--- config.mk ---
export PLATFORM = sky130hd
export DESIGN_NAME = batch_cycle_ctrl_flat
export DESIGN_NICKNAME = d
export VERILOG_FILES = /design/src/rtl/batch_ctrl_pkg.sv /design/src/rtl/batch_cycle_ctrl_if.sv /design/src/rtl/batch_delay_line.sv /design/src/rtl/batch_cycle_ctrl.sv /design/src/flat_wrapper.sv
export SDC_FILE = /design/constraint.sdc
export NUM_CORES = 1
export LEC_CHECK = 0
export CAP_MARGIN = 10
export CORE_MARGIN = 5
export CORE_UTILIZATION = 43
export CTS_CLUSTER_SIZE = 12
export DETAILED_ROUTE_END_ITERATION = 8
export PLACE_DENSITY = 0.78
export SLEW_MARGIN = 10
export SYNTH_ARGS = -nofsm -noshare
export SYNTH_HDL_FRONTEND = slang
export SYNTH_HIERARCHICAL = 1
export SYNTH_SLANG_ARGS = --single-unit
--- constraint.sdc ---
create_clock -name clk -period 1.5 [get_ports clk]
set_input_delay 0.3 -clock clk [delete_from_list [all_inputs] [get_ports clk]]
set_output_delay 0.3 -clock clk [all_outputs]
set_load 0.01 [all_outputs]
--- src/rtl/batch_ctrl_pkg.sv ---
// Shared types and helpers for the batch filter sequencer.
// Role-bank offsets wrap modulo the four-bank memory cycle.
package batch_ctrl_pkg;

    localparam int N_BANKS = 4;

    typedef logic [1:0] cycle_t;

    typedef enum logic {
        FILL = 1'b0,
        RUN  = 1'b1
    } ctrl_state_t;

    function automatic cycle_t bank_offset(cycle_t c, int k);
        logic [31:0] t;
        t = 32'(c) - 32'(k);
        return t[1:0];
    endfunction

    function automatic int cnt_width(int dd);
        return (dd > 1) ? $clog2(dd) : 1;
    endfunction

endpackage

--- src/rtl/batch_cycle_ctrl_if.sv ---
// Sample-valid input and sequencer status bundle.
// BATCH_CTRL_SYNC_EN adds the sync_req input.
interface batch_cycle_ctrl_if #(
    parameter int CNT_W = 5,
    parameter int NDLY  = 4
) ();
    import batch_ctrl_pkg::*;

    logic                       valid;
`ifdef BATCH_CTRL_SYNC_EN
    logic                       sync_req;
`endif
    logic [CNT_W-1:0]           bat_count;
    logic [CNT_W-1:0]           bat_count_rev;
    cycle_t                     cycle;
    cycle_t                     cycle_lh;
    cycle_t                     cycle_calc;
    cycle_t                     cycle_idle;
    logic                       cycle_pulse;
    logic [NDLY-1:0][CNT_W-1:0] delay_bat_count;
    logic [NDLY-1:0][CNT_W-1:0] delay_bat_count_rev;
    logic [NDLY-1:0][1:0]       delay_cycle;
    logic                       out_valid;

`ifdef BATCH_CTRL_SYNC_EN
    modport master (
        output valid, sync_req,
        input  bat_count, bat_count_rev, cycle, cycle_lh,
        input  cycle_calc, cycle_idle, cycle_pulse,
        input  delay_bat_count, delay_bat_count_rev,
        input  delay_cycle, out_valid
    );
    modport slave (
        input  valid, sync_req,
        output bat_count, bat_count_rev, cycle, cycle_lh,
        output cycle_calc, cycle_idle, cycle_pulse,
        output delay_bat_count, delay_bat_count_rev,
        output delay_cycle, out_valid
    );
`else
    modport master (
        output valid,
        input  bat_count, bat_count_rev, cycle, cycle_lh,
        input  cycle_calc, cycle_idle, cycle_pulse,
        input  delay_bat_count, delay_bat_count_rev,
        input  delay_cycle, out_valid
    );
    modport slave (
        input  valid,
        output bat_count, bat_count_rev, cycle, cycle_lh,
        output cycle_calc, cycle_idle, cycle_pulse,
        output delay_bat_count, delay_bat_count_rev,
        output delay_cycle, out_valid
    );
`endif

endinterface

--- src/rtl/batch_delay_line.sv ---
// Enable-gated shift register aligning values with the LUT/adder pipeline.
// Stage 0 captures the input; stage k holds the value from k enables earlier.
module batch_delay_line #(
    parameter int W = 1,
    parameter int N = 1
) (
    input  logic                clk,
    input  logic                rst,
    input  logic                i_en,
    input  logic [W-1:0]        i_d,
    output logic [N-1:0][W-1:0] o_q
);

    always_ff @(posedge clk or posedge rst) begin
        if (rst) begin
            o_q <= '0;
        end else if (i_en) begin
            o_q[0] <= i_d;
            for (int k = 1; k < N; k++) begin
                o_q[k] <= o_q[k-1];
            end
        end
    end

endmodule

--- src/rtl/batch_cycle_ctrl.sv ---
// Batch sample counter, 4-bank cycle rotation and pipeline-fill sequencer.
// Optional BATCH_CTRL_SYNC_EN: sync_req with valid restarts the batch.
module batch_cycle_ctrl
    import batch_ctrl_pkg::*;
#(
    parameter int DEPTH     = 32,
    parameter int DSR       = 1,
    parameter int LUT_DELAY = 1
) (
    input  logic             clk,
    input  logic             rst,
    batch_cycle_ctrl_if.slave bus
);

    localparam int DOWN_DEPTH = (DEPTH + DSR - 1) / DSR;
    localparam int CNT_W      = cnt_width(DOWN_DEPTH);
    localparam int NDLY       = LUT_DELAY + 3;
    localparam logic [CNT_W-1:0] LAST = CNT_W'(DOWN_DEPTH - 1);

    logic [CNT_W-1:0] r_cnt;
    cycle_t           r_cycle;
    logic             r_pulse;
    ctrl_state_t      r_state;
    logic [1:0]       r_fill_cnt;
    logic             r_out_valid;

    logic             w_sync;
    logic             w_last;
    logic [CNT_W-1:0] w_rev;

    logic [NDLY-1:0][CNT_W-1:0] w_dly_cnt;
    logic [NDLY-1:0][CNT_W-1:0] w_dly_rev;
    logic [NDLY-1:0][1:0]       w_dly_cyc;

`ifdef BATCH_CTRL_SYNC_EN
    assign w_sync = bus.valid & bus.sync_req;
`else
    assign w_sync = 1'b0;
`endif

    // Explicit compare keeps non-power-of-2 depths in range.
    assign w_last = (r_cnt == LAST);
    assign w_rev  = LAST - r_cnt;

    always_ff @(posedge clk or posedge rst) begin
        if (rst) begin
            r_cnt       <= '0;
            r_cycle     <= '0;
            r_pulse     <= 1'b0;
            r_state     <= FILL;
            r_fill_cnt  <= '0;
            r_out_valid <= 1'b0;
        end else begin
            r_pulse <= 1'b0;
            if (w_sync) begin
                r_cnt       <= '0;
                r_cycle     <= r_cycle + 2'd1;
                r_pulse     <= 1'b1;
                r_state     <= FILL;
                r_fill_cnt  <= '0;
                r_out_valid <= 1'b0;
            end else if (bus.valid) begin
                if (w_last) begin
                    r_cnt   <= '0;
                    r_cycle <= r_cycle + 2'd1;
                    r_pulse <= 1'b1;
                    unique case (r_state)
                        FILL: begin
                            r_fill_cnt <= r_fill_cnt + 2'd1;
                            if (r_fill_cnt == 2'd2) begin
                                r_state     <= RUN;
                                r_out_valid <= 1'b1;
                            end
                        end
                        RUN: r_out_valid <= 1'b1;
                        default: r_state <= FILL;
                    endcase
                end else begin
                    r_cnt <= r_cnt + CNT_W'(1);
                end
            end
        end
    end

    batch_delay_line #(.W(CNT_W), .N(NDLY)) u_dly_cnt (
        .clk  (clk),
        .rst  (rst),
        .i_en (bus.valid),
        .i_d  (r_cnt),
        .o_q  (w_dly_cnt)
    );

    batch_delay_line #(.W(CNT_W), .N(NDLY)) u_dly_rev (
        .clk  (clk),
        .rst  (rst),
        .i_en (bus.valid),
        .i_d  (w_rev),
        .o_q  (w_dly_rev)
    );

    batch_delay_line #(.W(2), .N(NDLY)) u_dly_cyc (
        .clk  (clk),
        .rst  (rst),
        .i_en (bus.valid),
        .i_d  (r_cycle),
        .o_q  (w_dly_cyc)
    );

    assign bus.bat_count           = r_cnt;
    assign bus.bat_count_rev       = w_rev;
    assign bus.cycle               = r_cycle;
    assign bus.cycle_lh            = bank_offset(r_cycle, 1);
    assign bus.cycle_calc          = bank_offset(r_cycle, 2);
    assign bus.cycle_idle          = bank_offset(r_cycle, 3);
    assign bus.cycle_pulse         = r_pulse;
    assign bus.delay_bat_count     = w_dly_cnt;
    assign bus.delay_bat_count_rev = w_dly_rev;
    assign bus.delay_cycle         = w_dly_cyc;
    assign bus.out_valid           = r_out_valid;

endmodule

--- src/flat_wrapper.sv ---
// flat-port wrapper written by rule: the top's interface ports become plain ports
module batch_cycle_ctrl_flat import batch_ctrl_pkg::*;
#(
    parameter int DEPTH     = 32,
    parameter int DSR       = 1,
    parameter int LUT_DELAY = 1
)
  (clk, rst, bus_valid, bus_bat_count, bus_bat_count_rev, bus_cycle, bus_cycle_lh, bus_cycle_calc, bus_cycle_idle, bus_cycle_pulse, bus_delay_bat_count, bus_delay_bat_count_rev, bus_delay_cycle, bus_out_valid);
  batch_cycle_ctrl_if #(.CNT_W(5), .NDLY((4))) bus_i ();
  input  logic clk;
  input  logic rst;
  input wire logic [$bits(bus_i.valid)-1:0] bus_valid;
  output wire logic [$bits(bus_i.bat_count)-1:0] bus_bat_count;
  output wire logic [$bits(bus_i.bat_count_rev)-1:0] bus_bat_count_rev;
  output wire logic [$bits(bus_i.cycle)-1:0] bus_cycle;
  output wire logic [$bits(bus_i.cycle_lh)-1:0] bus_cycle_lh;
  output wire logic [$bits(bus_i.cycle_calc)-1:0] bus_cycle_calc;
  output wire logic [$bits(bus_i.cycle_idle)-1:0] bus_cycle_idle;
  output wire logic [$bits(bus_i.cycle_pulse)-1:0] bus_cycle_pulse;
  output wire logic [$bits(bus_i.delay_bat_count)-1:0] bus_delay_bat_count;
  output wire logic [$bits(bus_i.delay_bat_count_rev)-1:0] bus_delay_bat_count_rev;
  output wire logic [$bits(bus_i.delay_cycle)-1:0] bus_delay_cycle;
  output wire logic [$bits(bus_i.out_valid)-1:0] bus_out_valid;
  assign bus_i.valid = bus_valid;
  assign bus_bat_count = bus_i.bat_count;
  assign bus_bat_count_rev = bus_i.bat_count_rev;
  assign bus_cycle = bus_i.cycle;
  assign bus_cycle_lh = bus_i.cycle_lh;
  assign bus_cycle_calc = bus_i.cycle_calc;
  assign bus_cycle_idle = bus_i.cycle_idle;
  assign bus_cycle_pulse = bus_i.cycle_pulse;
  assign bus_delay_bat_count = bus_i.delay_bat_count;
  assign bus_delay_bat_count_rev = bus_i.delay_bat_count_rev;
  assign bus_delay_cycle = bus_i.delay_cycle;
  assign bus_out_valid = bus_i.out_valid;
  batch_cycle_ctrl #(.DEPTH(DEPTH), .DSR(DSR), .LUT_DELAY(LUT_DELAY)) u_core (.clk(clk), .rst(rst), .bus(bus_i));
endmodule
==> results.md <==
- Crit path max fanout: 2
- Hold/Removal Path Class: in -> async
- RSZ-0062 raised after global routing: true
- Area leader, netlist: dfrtp_1
- DRT Wirelength: 5.160 mm
- Max layer used: met4
- Setup TNS: 0 ns
- Syn Nets: approximately 170
- Reg clk slew, reported paths: 0.06 ns
- Via Count: 1572
- Total CTS buffers: 9
- First-pass GRT wire length: 8.611 mm
- # setup viols final: 0
- CP Launch Type: flip-flop
- Status: finished clean
- Met3 wire len: between 300 and 400 µm
- Max-Slew Margin vs Limit: 0.6765
- Initial Utilization: 0.4421
- H-tree Lvls: 3
- Final min period: between 1 and 1.5 ns
- Worst-Skew Late Latency: around 0.33 ns
- Kind of critical path: reg -> out
- Post-synth top cells: dfrtp_1 (60), mux2_4 (48), inv_1 (15)
- First-pass DRT Iterations: 4
- Pint: roughly 4.9 mW
- Area contributors post-synth: dfrtp_1 (57%), mux2_4 (28%), buf_6 (2.2%)
- Yosys cell types: 24
- Area Overhead vs Synth: 38.00%
- Fin Hold WS: 0.3332 ns
- Initial antenna violation count: 0
- N_diodes: 0
- Async SR Flop Fraction: 1.000
- Total GRT Usage: 0.1481
- Fillers: about 480
- WL met2: approximately 2.5 mm
- CTS root buf: clkbuf_8
- Final Max Slew Viols: 0
- IR Drop Worst-Case VDD: between 0.9 and 1 mV
- Final Cycle Share: 0.9776
- Clock power share: 0.190
- CP Data Required Time: approximately 1.2 ns
- Mean post-synth cell area: roughly 16 µm²
- Cell Area, Synth: ~0.0026 mm²
- Clock Tree Buf Depth: 2
- Part of the power in registers: 0.388
- Combinational power share: 0.422
- Least-Margin Pin Slew: about 0.48 ns
- Final Hold Viols: 0
- HPWL after DPL: 3.786 mm
- Vias in the first global route: 1679
- Clk_skew: around 0.0058 ns
- Most common cell in the synthesized netlist: dfrtp_1
- Leakage: between 1.5 and 2 nW
- Sink Count: 60
- Iter 0 DRT Violations: 32
- IO Port Bufs: 70
- Chip Height: 88.02 µm
- Core area: ~0.006 mm²
- CP Data Arrival Time: approximately 1.2 ns
- Die area: just under 0.008 mm²
- Sw Share: 0.3221
- Setup crit end kind: primary output
- Die Wd: around 90 µm
- Syn Inst Count: 165
- Synth warn: 6
- Met1 wire length: approximately 2.2 mm
- Nets: 260
- Max Fclk: just under 700 MHz
- EDFF count, synth: 0
- Drt drc: 0
- Yosys reg bits: 60
- Layout cell share with drive strength beyond 1: 0.3658
- Share of the synthesized area in the top cell type: 0.5736
- Psw: between 2 and 2.5 mW
- Top Ports: 71
- CTS tree: yes
- Final RePlAce weighted congestion: 0.7968
- Site Rows: 28
- Vias per cell: 4.735
- Wire length per cell: between 15 and 20 µm
- Post-synthesis sequential area ratio: 0.5736
- Total of max-cap violations: 0
- Routed Antenna Nets: 0
- Hold Buf Count CTS: 0
- GRT overflow: 0
- Top_reg_cell synth: dfrtp_1
- Depth of the most critical reg-to-reg path: 6
- Largest net degree at the start of global routing: 22
- Pwr/cell area: 2009 mW/mm²
-- routing by layer --
layer,vias up,global-route usage
met5,-,0
met4,0,0.07280
met3,8,0.05550
met2,45,0.2253
met1,792,0.1863
li1,727,-
-- power groups by stage --
stage / clock network, mW / logic, mW / registers (mW)
CTS: 1.42 / 3.05 / 2.83
finish: 1.38 / 3.06 / 2.82
global placement: 0 / 3.48 / 2.85
global route: 1.49 / 3.30 / 2.94
floorplan: 0 / 1.30 / 3.12
detailed placement: 0 / 3.54 / 2.88
-- cells in the final DEF (no fill, tap or decap), types with 2 or more instances in the layout --
cell,instances
dfrtp_1,59
clkbuf_1,3
nand2_1,4
clkbuf_8,10
buf_12,2
buf_6,2
clkdlybuf4s15_1,7
ha_4,2
buf_4,12
o21ai_0,3
nor2_1,3
buf_2,4
xnor2_1,3
and3_2,2
mux2_4,48
inv_1,14
o31ai_1,2
dlygate4sd2_1,56
-- what timing repair did --
item,CTS,global route
setup endpoints to repair,68,12
gates cloned,0,0
resized for setup,84,18
setup buffers,2,1
pin swaps,1,1
endpoints found under the hold margin,0,0
-- critical path, cell delays in order (launching register included) --
cell and delay (ns):
dfrtp_1 0.40, buf_6 0.13, xnor2_2 0.13, inv_1 0.05, buf_2 0.13
-- through the flow --
step                utilization  std cells  worst slack, ns  area (µm²)  power, mW
floorplan                     -        165          0.02640        2618      4.417
global placement         0.5824        314          0.02965        3448      6.329
detailed placement       0.5824        314          0.01766        3448      6.421
CTS                      0.6027        331        -0.004370        3568      7.301
global route             0.6101        332         -0.04734        3612      7.726
finish                   0.6101        332          0.03357        3612      7.258
-- state kept, by name, indices dropped and copies added, names as in the netlist --
name,cells
u_core/u_dly_cnt/o_q,20
u_core/u_dly_cyc/o_q,8
u_core/u_dly_rev/o_q,20
u_core/r_state,1
u_core/r_fill_cnt,2
u_core/bus.bat_count,5
u_core/bus.cycle,2
u_core/bus.out_valid,1
u_core/bus.cycle_pulse,1
-- cell type report --
cell class,count,area (µm²),area share
Timing Repair Buffer,85,748.2,0.2071
Clock buffer,13,148.9,0.04122
Sequential cell,60,1503,0.4160
Multi-Input combinational cell,82,1027,0.2844
Clock inverter,2,35.03,0.009699
Inverter,15,56.30,0.01559
Tap cell,75,93.84,0.02598
-- final timing paths --
path	from	endpoint	slack (ns)
min reg2reg	u_core/bus.out_valid	u_core/bus.out_valid	0.49
max	u_core/bus.cycle[0]	bus_cycle_idle[1]	0.03
max reg2reg	u_core/bus.bat_count[2]	u_core/bus.bat_count[3]	0.09
max in group asynchronous	rst	u_core/bus.bat_count[1]	0.74
min	rst	u_core/u_dly_cyc/o_q[3]	0.33
min in group clk	bus_valid	u_core/bus.bat_count[2]	0.41
-- cell families (layout without fill, tap and decap cells) --
kind of cell	after synthesis	in the layout	synth area share
muxes	49	49	0.2792
and+or+nand+nor	16	16	0.04254
AOI/OAI and AO/OA	9	9	0.02151
adders and majority gates	4	4	0.01912
DFF	60	60	0.5736
xor gates and xnor gates	4	4	0.01338
buffers and inverters	23	115	0.05066
Power figures use the tool's default switching activity.
